<file path="config.mk">
export PLATFORM = sky130hd
export DESIGN_NAME = hazard_ctrl
export DESIGN_NICKNAME = d
export VERILOG_FILES = /design/src/rtl/hazard_ctrl.sv
export SDC_FILE = /design/constraint.sdc
export NUM_CORES = 1
export LEC_CHECK = 0
export BUFFER_PORTS_ARGS = -buffer_cell sky130_fd_sc_hd__clkbuf_2
export CAP_MARGIN = 20
export CORE_ASPECT_RATIO = 1.5
export CORE_MARGIN = 2
export CORE_UTILIZATION = 40
export CTS_BUF_LIST = sky130_fd_sc_hd__clkbuf_8
export DETAILED_ROUTE_END_ITERATION = 10
export GPL_TIMING_DRIVEN = 0
export PLACE_DENSITY = 0.76
export SLEW_MARGIN = 30
export SYNTH_ARGS = -nofsm -noshare
export SYNTH_HDL_FRONTEND = slang
export SYNTH_SLANG_ARGS = --single-unit
export TNS_END_PERCENT = 1
</file>
<file path="constraint.sdc">
create_clock -name clk -period 2.7 [get_ports clk]
set_input_delay 0.27 -clock clk [delete_from_list [all_inputs] [get_ports clk]]
set_output_delay 0.27 -clock clk [all_outputs]
set_load 0.005 [all_outputs]
</file>
<file path="src/rtl/hazard_ctrl.sv">
// Pipeline hazard controller: operand forwarding, load-use/branch interlocks,
// multi-cycle mult/div stall sequencing, memory-wait stalls and exception flushes.
module hazard_ctrl #(
  parameter int unsigned DIV_CYCLES = 32
) (
  input  logic       clk,
  input  logic       reset,
  input  logic [4:0] rsD,
  input  logic [4:0] rtD,
  input  logic [4:0] rsE,
  input  logic [4:0] rtE,
  input  logic [4:0] writeregE,
  input  logic [4:0] writeregM,
  input  logic [4:0] writeregW,
  input  logic       regwriteE,
  input  logic       regwriteM,
  input  logic       regwriteW,
  input  logic       memtoregE,
  input  logic       memtoregM,
  input  logic       branchD,
  input  logic       jrD,
  input  logic       startdivE,
  input  logic       exceptionM,
  input  logic       imem_ready,
  input  logic       dmem_ready,
  output logic       stallF,
  output logic       stallD,
  output logic       stallE,
  output logic       stallM,
  output logic       flushD,
  output logic       flushE,
  output logic       flushM,
  output logic       flushW,
  output logic       forwardAD,
  output logic       forwardBD,
  output logic [1:0] forwardAE,
  output logic [1:0] forwardBE,
  output logic       div_busy,
  output logic       div_done
);

  localparam logic ST_RUN = 1'b0;
  localparam logic ST_DIV = 1'b1;

  logic       r_state;
  logic [5:0] r_cnt;

  logic w_m_valid, w_w_valid, w_e_valid;
  logic w_load_use, w_branch_haz, w_hazard;
  logic w_mem_wait, w_div_start, w_div_stall, w_div_last;

  assign w_m_valid = regwriteM && (writeregM != 5'd0);
  assign w_w_valid = regwriteW && (writeregW != 5'd0);
  assign w_e_valid = writeregE != 5'd0;

  assign w_load_use = memtoregE && w_e_valid && ((writeregE == rsD) || (writeregE == rtD));
  assign w_branch_haz = (branchD || jrD) &&
      ((regwriteE && w_e_valid && ((writeregE == rsD) || (writeregE == rtD))) ||
       (memtoregM && (writeregM != 5'd0) && ((writeregM == rsD) || (writeregM == rtD))));
  assign w_hazard = w_load_use || w_branch_haz;

  assign w_mem_wait  = !imem_ready || !dmem_ready;
  assign w_div_start = (r_state == ST_RUN) && startdivE;
  assign w_div_last  = (r_state == ST_DIV) && (r_cnt == 6'd0);
  assign w_div_stall = w_div_start || ((r_state == ST_DIV) && (r_cnt != 6'd0));

  assign div_busy = (r_state == ST_DIV);
  assign div_done = w_div_last && !reset && !exceptionM;

  always_comb begin
    stallF    = 1'b0;
    stallD    = 1'b0;
    stallE    = 1'b0;
    stallM    = 1'b0;
    flushD    = 1'b0;
    flushE    = 1'b0;
    flushM    = 1'b0;
    flushW    = 1'b0;
    forwardAD = 1'b0;
    forwardBD = 1'b0;
    forwardAE = 2'b00;
    forwardBE = 2'b00;
    if (reset || exceptionM) begin
      flushD = 1'b1;
      flushE = 1'b1;
      flushM = 1'b1;
      flushW = 1'b1;
    end else begin
      // A flush is only raised for a stage that no higher-priority source is holding.
      stallF = w_mem_wait || w_div_stall || w_hazard;
      stallD = stallF;
      stallE = w_mem_wait || w_div_stall;
      stallM = w_mem_wait;
      flushW = w_mem_wait;
      flushM = w_div_stall && !w_mem_wait;
      flushE = w_hazard && !w_mem_wait && !w_div_stall;
    end
    if (!reset) begin
      forwardAD = w_m_valid && (writeregM == rsD);
      forwardBD = w_m_valid && (writeregM == rtD);
      if (w_m_valid && (writeregM == rsE))      forwardAE = 2'b10;
      else if (w_w_valid && (writeregW == rsE)) forwardAE = 2'b01;
      if (w_m_valid && (writeregM == rtE))      forwardBE = 2'b10;
      else if (w_w_valid && (writeregW == rtE)) forwardBE = 2'b01;
    end
  end

  always_ff @(posedge clk) begin
    if (reset || exceptionM) begin
      r_state <= ST_RUN;
      r_cnt   <= 6'd0;
    end else if (w_div_start) begin
      r_state <= ST_DIV;
      r_cnt   <= 6'(DIV_CYCLES - 1);
    end else if (r_state == ST_DIV) begin
      if (r_cnt == 6'd0) begin
        r_state <= ST_RUN;
      end else begin
        r_cnt <= r_cnt - 6'd1;
      end
    end
  end

endmodule

</file>
# Word-level counts from Yosys, hierarchy flattened
# Cells that the tools add are included.
[classes]
addsub = 1
order_cmp = 0
n_shift = 0
div_mod_pow = 0
mul = 0
muxes = 21
bitwise_logic = 2
n_reduce_logical = 48
eq_ne = 9
[op_table]
columns = ["cell", "count"]
rows = [
  ["$eq 5x5->1", 8],
  ["$logic_and 1x1->1", 23],
  ["$mux 5", 3],
  ["$reduce_bool 5->1", 3],
  ["$mux 1", 14],
  ["$logic_or 1x1->1", 10],
  ["$mux 2", 4],
  ["$logic_not 1->1", 6],
  ["$logic_not 6->1", 1],
  ["$reduce_bool 6->1", 1],
  ["$sub 6x1->6 const B", 1],
  ["$reduce_and 2->1", 2],
  ["$ne 2x2->1 const B", 1],
  ["$not 1->1", 2],
  ["$reduce_bool 2->1", 1],
  ["$reduce_or 2->1", 1],
]
[word_totals]
ram_bits = 0
mem_count = 0
input_bits = 48
word_cells = 84
reg_bits = 7
output_inout_bits = 16
rom_bits = 0
latch_bits = 0

# Depth between registers and ports, before layout
[depth]
ltp_word = 9
depth_mapped = 8
mapped_depth_nobuf = 8

# Worst setup path before layout
# Ideal clock, no wire load.
[synth_path]
kind = "flip-flop to output port"
start = "reg r_cnt[0]"
end = "out stallF"
path_slack_ns = 0.495
required_time_ns = 2.430
t_arrival_ns = 1.935
stages_incl_launch_ff = 9
path_buffers = 1
cell_sequence = "dfxtp_1 inv_1 ha_1 or4b_4 o31ai_4 a21o_2 inv_2 or3_1 buf_4"
[synth_via]
elab_chain_cells = 6
[synth_rtl]
columns = ["item", "line", "source"]
rows = [
  ["start: declaration", "46", "logic [5:0] r_cnt;"],
  ["start signal: assignment", "114", "r_cnt <= 6'(DIV_CYCLES - 1);"],
  ["start signal: assignment", "119", "r_cnt <= r_cnt - 6'd1;"],
  ["$reduce_bool 6->1", "65", "assign w_div_stall = w_div_start || ((r_state == ST_DIV) && (r_cnt != 6'd0));"],
  ["$logic_and 1x1->1", "65", ""],
  ["$logic_or 1x1->1", "65", ""],
  ["$logic_or 1x1->1 (2 in a row)", "90", "stallF = w_mem_wait || w_div_stall || w_hazard;"],
  ["$mux 1", "n/a", ""],
  ["end: declaration", "26", "output logic stallF,"],
]
# Every way passes these cells.

# Worst setup path after layout
[layout_path]
start = "reg r_cnt[0]"
end = "out stallF"
[layout_via]
elab_chain_cells = 6
[layout_rtl]
columns = ["item", "line", "source"]
rows = [
  ["$reduce_bool 6->1", "65", ""],
  ["$logic_and 1x1->1", "65", ""],
  ["$logic_or 1x1->1", "65", ""],
  ["$logic_or 1x1->1 (2 in a row)", "90", ""],
  ["$mux 1", "83", "if (reset || exceptionM) begin"],
]
# Every way passes these cells.

==> run_summary.xml <==
<?xml version="1.0" encoding="UTF-8"?>
<metrics>
  <group name="clock_network">
    <metric name="numCtsBuffers" unit="">3</metric>
    <metric name="tritoncts_sink_count" unit="">7</metric>
    <metric name="clkSlewWorstSetupHoldPaths" unit="ns">0.04</metric>
    <metric name="tritoncts" unit="">built</metric>
    <metric name="clk_path_buf_depth" unit="">2</metric>
    <metric name="cts.htree.levels" unit="">1</metric>
    <metric name="clk-insertion-delay-late" unit="ns">0.23</metric>
    <metric name="clock_tree.root_cell" unit="">clkbuf_8</metric>
  </group>
  <group name="routing">
    <metric name="drt_first_iter_violations" unit="">22</metric>
    <metric name="drt-wirelength-per-cell" unit="um">13.5</metric>
    <metric name="drc" unit="">0</metric>
    <metric name="viasPerCell" unit="">5.35</metric>
    <metric name="drt_pass1_iterations" unit="">4</metric>
    <metric name="dr_total_vias" unit="">1176</metric>
    <metric name="antenna_left" unit="">0</metric>
    <metric name="routed_wirelength" unit="um">2980</metric>
  </group>
  <group name="die">
    <metric name="die-width" unit="um">45.2</metric>
    <metric name="placement_rows" unit="">22</metric>
    <metric name="effective_utilization_at_floorplan" unit="%">42.0</metric>
    <metric name="floorplan.die_area" unit="um2">2970</metric>
    <metric name="core_area" unit="um2">2420</metric>
    <metric name="die_height" unit="um">65.8</metric>
    <metric name="pin_count" unit="">64</metric>
  </group>
  <group name="outcome">
    <metric name="status" unit="">finished clean</metric>
  </group>
  <group name="global_route">
    <metric name="grt_use_total" unit="%">21.4</metric>
    <metric name="grt_pass1_wl" unit="um">4680</metric>
    <metric name="antenna_found_initial" unit="">0</metric>
    <metric name="grt_max_degree" unit="">11</metric>
    <metric name="globalRouteOverflowTotal" unit="">0</metric>
    <metric name="grt_pass1_vias" unit="">1214</metric>
  </group>
  <group name="synth">
    <metric name="synth-seq-area-share" unit="%">13.8</metric>
    <metric name="synth.area.top_cells" unit="">xor2_1 (25%), dfxtp_1 (14%), xnor2_1 (14%)</metric>
    <metric name="post_synth.cell_area_avg" unit="um2">7.72</metric>
    <metric name="synth.net_count" unit="">182</metric>
    <metric name="synth_compound_gate_area_share" unit="%">14.0</metric>
    <metric name="synthDominantCellAreaShare" unit="%">24.9</metric>
    <metric name="synth.mux.area_fraction" unit="%">0</metric>
    <metric name="post_synthesis_cell_area" unit="um2">1020</metric>
    <metric name="synth_cell_types" unit="">33</metric>
    <metric name="share_of_the_synthesized_netlist_area_taken_by_xor_and_xnor_gates" unit="%">38.7</metric>
    <metric name="yosys_register_bits" unit="">7</metric>
    <metric name="synth_edf_count" unit="">0</metric>
    <metric name="synth_fa_ha_area_share" unit="%">2.46</metric>
    <metric name="combinational_family_with_the_most_area_after_synthesis" unit="">XOR/XNOR gates</metric>
    <metric name="synthFlopType" unit="">dfxtp_1</metric>
    <metric name="post_synth_and_or_nand_nor_area_fraction" unit="%">25.7</metric>
    <metric name="number_of_instances_in_the_synthesized_netlist" unit="">132</metric>
    <metric name="async_reset_ff_share" unit="%">0</metric>
    <metric name="synth_largest_area_cell" unit="">xor2_1</metric>
    <metric name="number_of_warning_messages_in_the_yosys_log" unit="">0</metric>
  </group>
  <group name="hold_path">
    <metric name="min-delay-path-class" unit="">input pin to flip-flop</metric>
    <metric name="min_delay_path_depth" unit="">3</metric>
  </group>
  <group name="timing">
    <metric name="share_of_the_clock_period_used_by_the_worst_path_after_layout" unit="%">97.8</metric>
    <metric name="worst_clock_skew" unit="ns">0.000720</metric>
    <metric name="maxClockFrequency" unit="GHz">0.379</metric>
    <metric name="setup_violations" unit="">0</metric>
    <metric name="worstMarginPinSlew" unit="ns">0.390</metric>
    <metric name="slew_viol_final" unit="">0</metric>
    <metric name="worst_slew_margin_rel" unit="%">73.8</metric>
    <metric name="rsz0062_at_grt" unit="">false</metric>
    <metric name="timing_hold_violations_final" unit="">0</metric>
    <metric name="fin_tns_setup" unit="ns">0</metric>
    <metric name="min_period" unit="ns">2.64</metric>
  </group>
  <group name="pwr">
    <metric name="post-layout-total-power" unit="uW">446</metric>
    <metric name="power_leakage" unit="nW">0.675</metric>
    <metric name="p_per_area" unit="nW/um2">317</metric>
    <metric name="power.ir.vdd_worst" unit="mV">0.155</metric>
  </group>
  <group name="cells_and_area">
    <metric name="fin_nets" unit="">247</metric>
    <metric name="antenna_cells" unit="">0</metric>
    <metric name="fillCellCount" unit="">238</metric>
    <metric name="final_cells" unit="">220</metric>
    <metric name="area_delta_synth_final" unit="%">38.1</metric>
    <metric name="drive_above_1_share" unit="%">38.8</metric>
  </group>
  <group name="placement">
    <metric name="numPortBuffers" unit="">58</metric>
    <metric name="finalWeightedCongestion" unit="">0.906</metric>
    <metric name="dpl.hpwl" unit="um">2690</metric>
    <metric name="placed_cells" unit="">214</metric>
  </group>
  <group name="critical_path">
    <metric name="reg2regPathDepth" unit="">8</metric>
    <metric name="arrival" unit="ns">2.37</metric>
    <metric name="worstSetupEndpointType" unit="">output pin</metric>
    <metric name="path_max_fanout" unit="">3</metric>
    <metric name="crit_path_start_kind" unit="">flip-flop</metric>
    <metric name="data_required_time_at_the_worst_endpoint" unit="ns">2.43</metric>
    <metric name="worstSetupPathType" unit="">flip-flop to output pin</metric>
  </group>
  <group name="flow_run">
    <metric name="cap_viol_max_count" unit="">0</metric>
  </group>
</metrics>
-- repair_timing --
action	4_1_cts	5_1_grt
hold buffers	0	0
setup endpoints to repair	0	1
setup buffers	0	2
gates resized for setup	0	5
-- cells by family after synthesis --
kind of cell / count (synthesis)
flip-flops: 7
AO/OA/AOI/OAI: 18
AND/OR/NAND/NOR: 47
XOR/XNOR: 45
adder cells (fa/ha/maj): 2
buffers and inverters: 13
-- metal layers --
layer  vias to the layer above  share of wire [%]  global-route usage [%]
li1                        585                  -                       -
met1                       516                 31                    16.5
met2                        59                 57                    43.9
met3                        16                5.4                    2.73
met4                         0                5.7                    14.7
met5                         -                  0                       0
-- through the flow --
| stage | hold WS (ns) | util [%] | worst slack (ns) | cell area, um2 |
|---|---|---|---|---|
| 5_1_grt | 0.416 | 58.1 | 0.00305 | 1410 |
| 2_1_floorplan | 0.472 | - | 0.495 | 1020 |
| 3_3_place_gp | 0.536 | 55.3 | 0.317 | 1340 |
| 4_1_cts | 0.392 | 57.1 | 0.0282 | 1380 |
| 6_report | 0.398 | 58.1 | 0.0602 | 1410 |
| 3_5_place_dp | 0.554 | 55.3 | 0.282 | 1340 |
-- worst paths after layout --
check / start / end / slack (ns)
setup / recovery: r_cnt[0]$_SDFFE_PN0P_ / stallF / 0.06
hold / removal: startdivE / r_cnt[0]$_SDFFE_PN0P_ / 0.40
setup reg to reg: r_cnt[0]$_SDFFE_PN0P_ / r_cnt[5]$_SDFFE_PP0P_ / 0.81
hold reg to reg: r_cnt[5]$_SDFFE_PP0P_ / r_cnt[5]$_SDFFE_PP0P_ / 0.55
-- Yosys cell counts, types with 2 or more instances --
library cell / instances
nor2_1: 6
a21oi_1: 4
nor4_1: 4
ha_1: 2
nor3_1: 12
nand2_1: 4
dfxtp_1: 7
inv_1: 5
o21a_1: 2
o211a_1: 2
nor3b_1: 2
o21ai_0: 2
nand3_1: 6
xnor2_1: 16
buf_2: 2
clkbuf_1: 4
or4_1: 4
nor2b_1: 4
xor2_1: 29
or3_1: 2
-- layout by cell type, fill, tap and decap left out, types with 5 or more instances in the layout --
cell type / synthesis / layout
nor2_1: 6 / 6
clkbuf_2: 0 / 58
xnor2_1: 16 / 16
nor3_1: 12 / 12
nand3_1: 6 / 6
dfxtp_1: 7 / 5
xor2_1: 29 / 29
-- flip-flops by register name, indices dropped and copies added, names as in the netlist --
register	cells
r_cnt	6
div_busy	1
-- worst max-delay path: stages, from the launching register on --
cell,delay (ns)
dfxtp_2,0.33
inv_2,0.06
ha_1,0.15
or4b_4,0.50
o31ai_4,0.27
a21o_2,0.18
inv_2,0.04
or3_4,0.38
buf_4,0.13
clkbuf_2,0.10
-- power by group --
group / leakage (nW) / switching, mW / total [mW] / internal (mW)
clock: 0.0269 / 0.0452 / 0.143 / 0.0982
sequential: 0.0582 / 0.00684 / 0.116 / 0.110
combinational: 0.590 / 0.0941 / 0.186 / 0.0923
-- layout make-up --
cell class                      count  area [um2]  area share [%]
Multi-Input combinational cell    112         828            58.9
Timing Repair Buffer               60         305            21.7
Sequential cell                     7         143            10.1
Clock buffer                        3        41.3            2.94
Buffer                              7        32.5            2.31
Tap cell                           24        30.0            2.14
Inverter                            6        22.5            1.60
Clock inverter                      1        3.75           0.267
No activity file was read; power rests on OpenSTA's default activity.
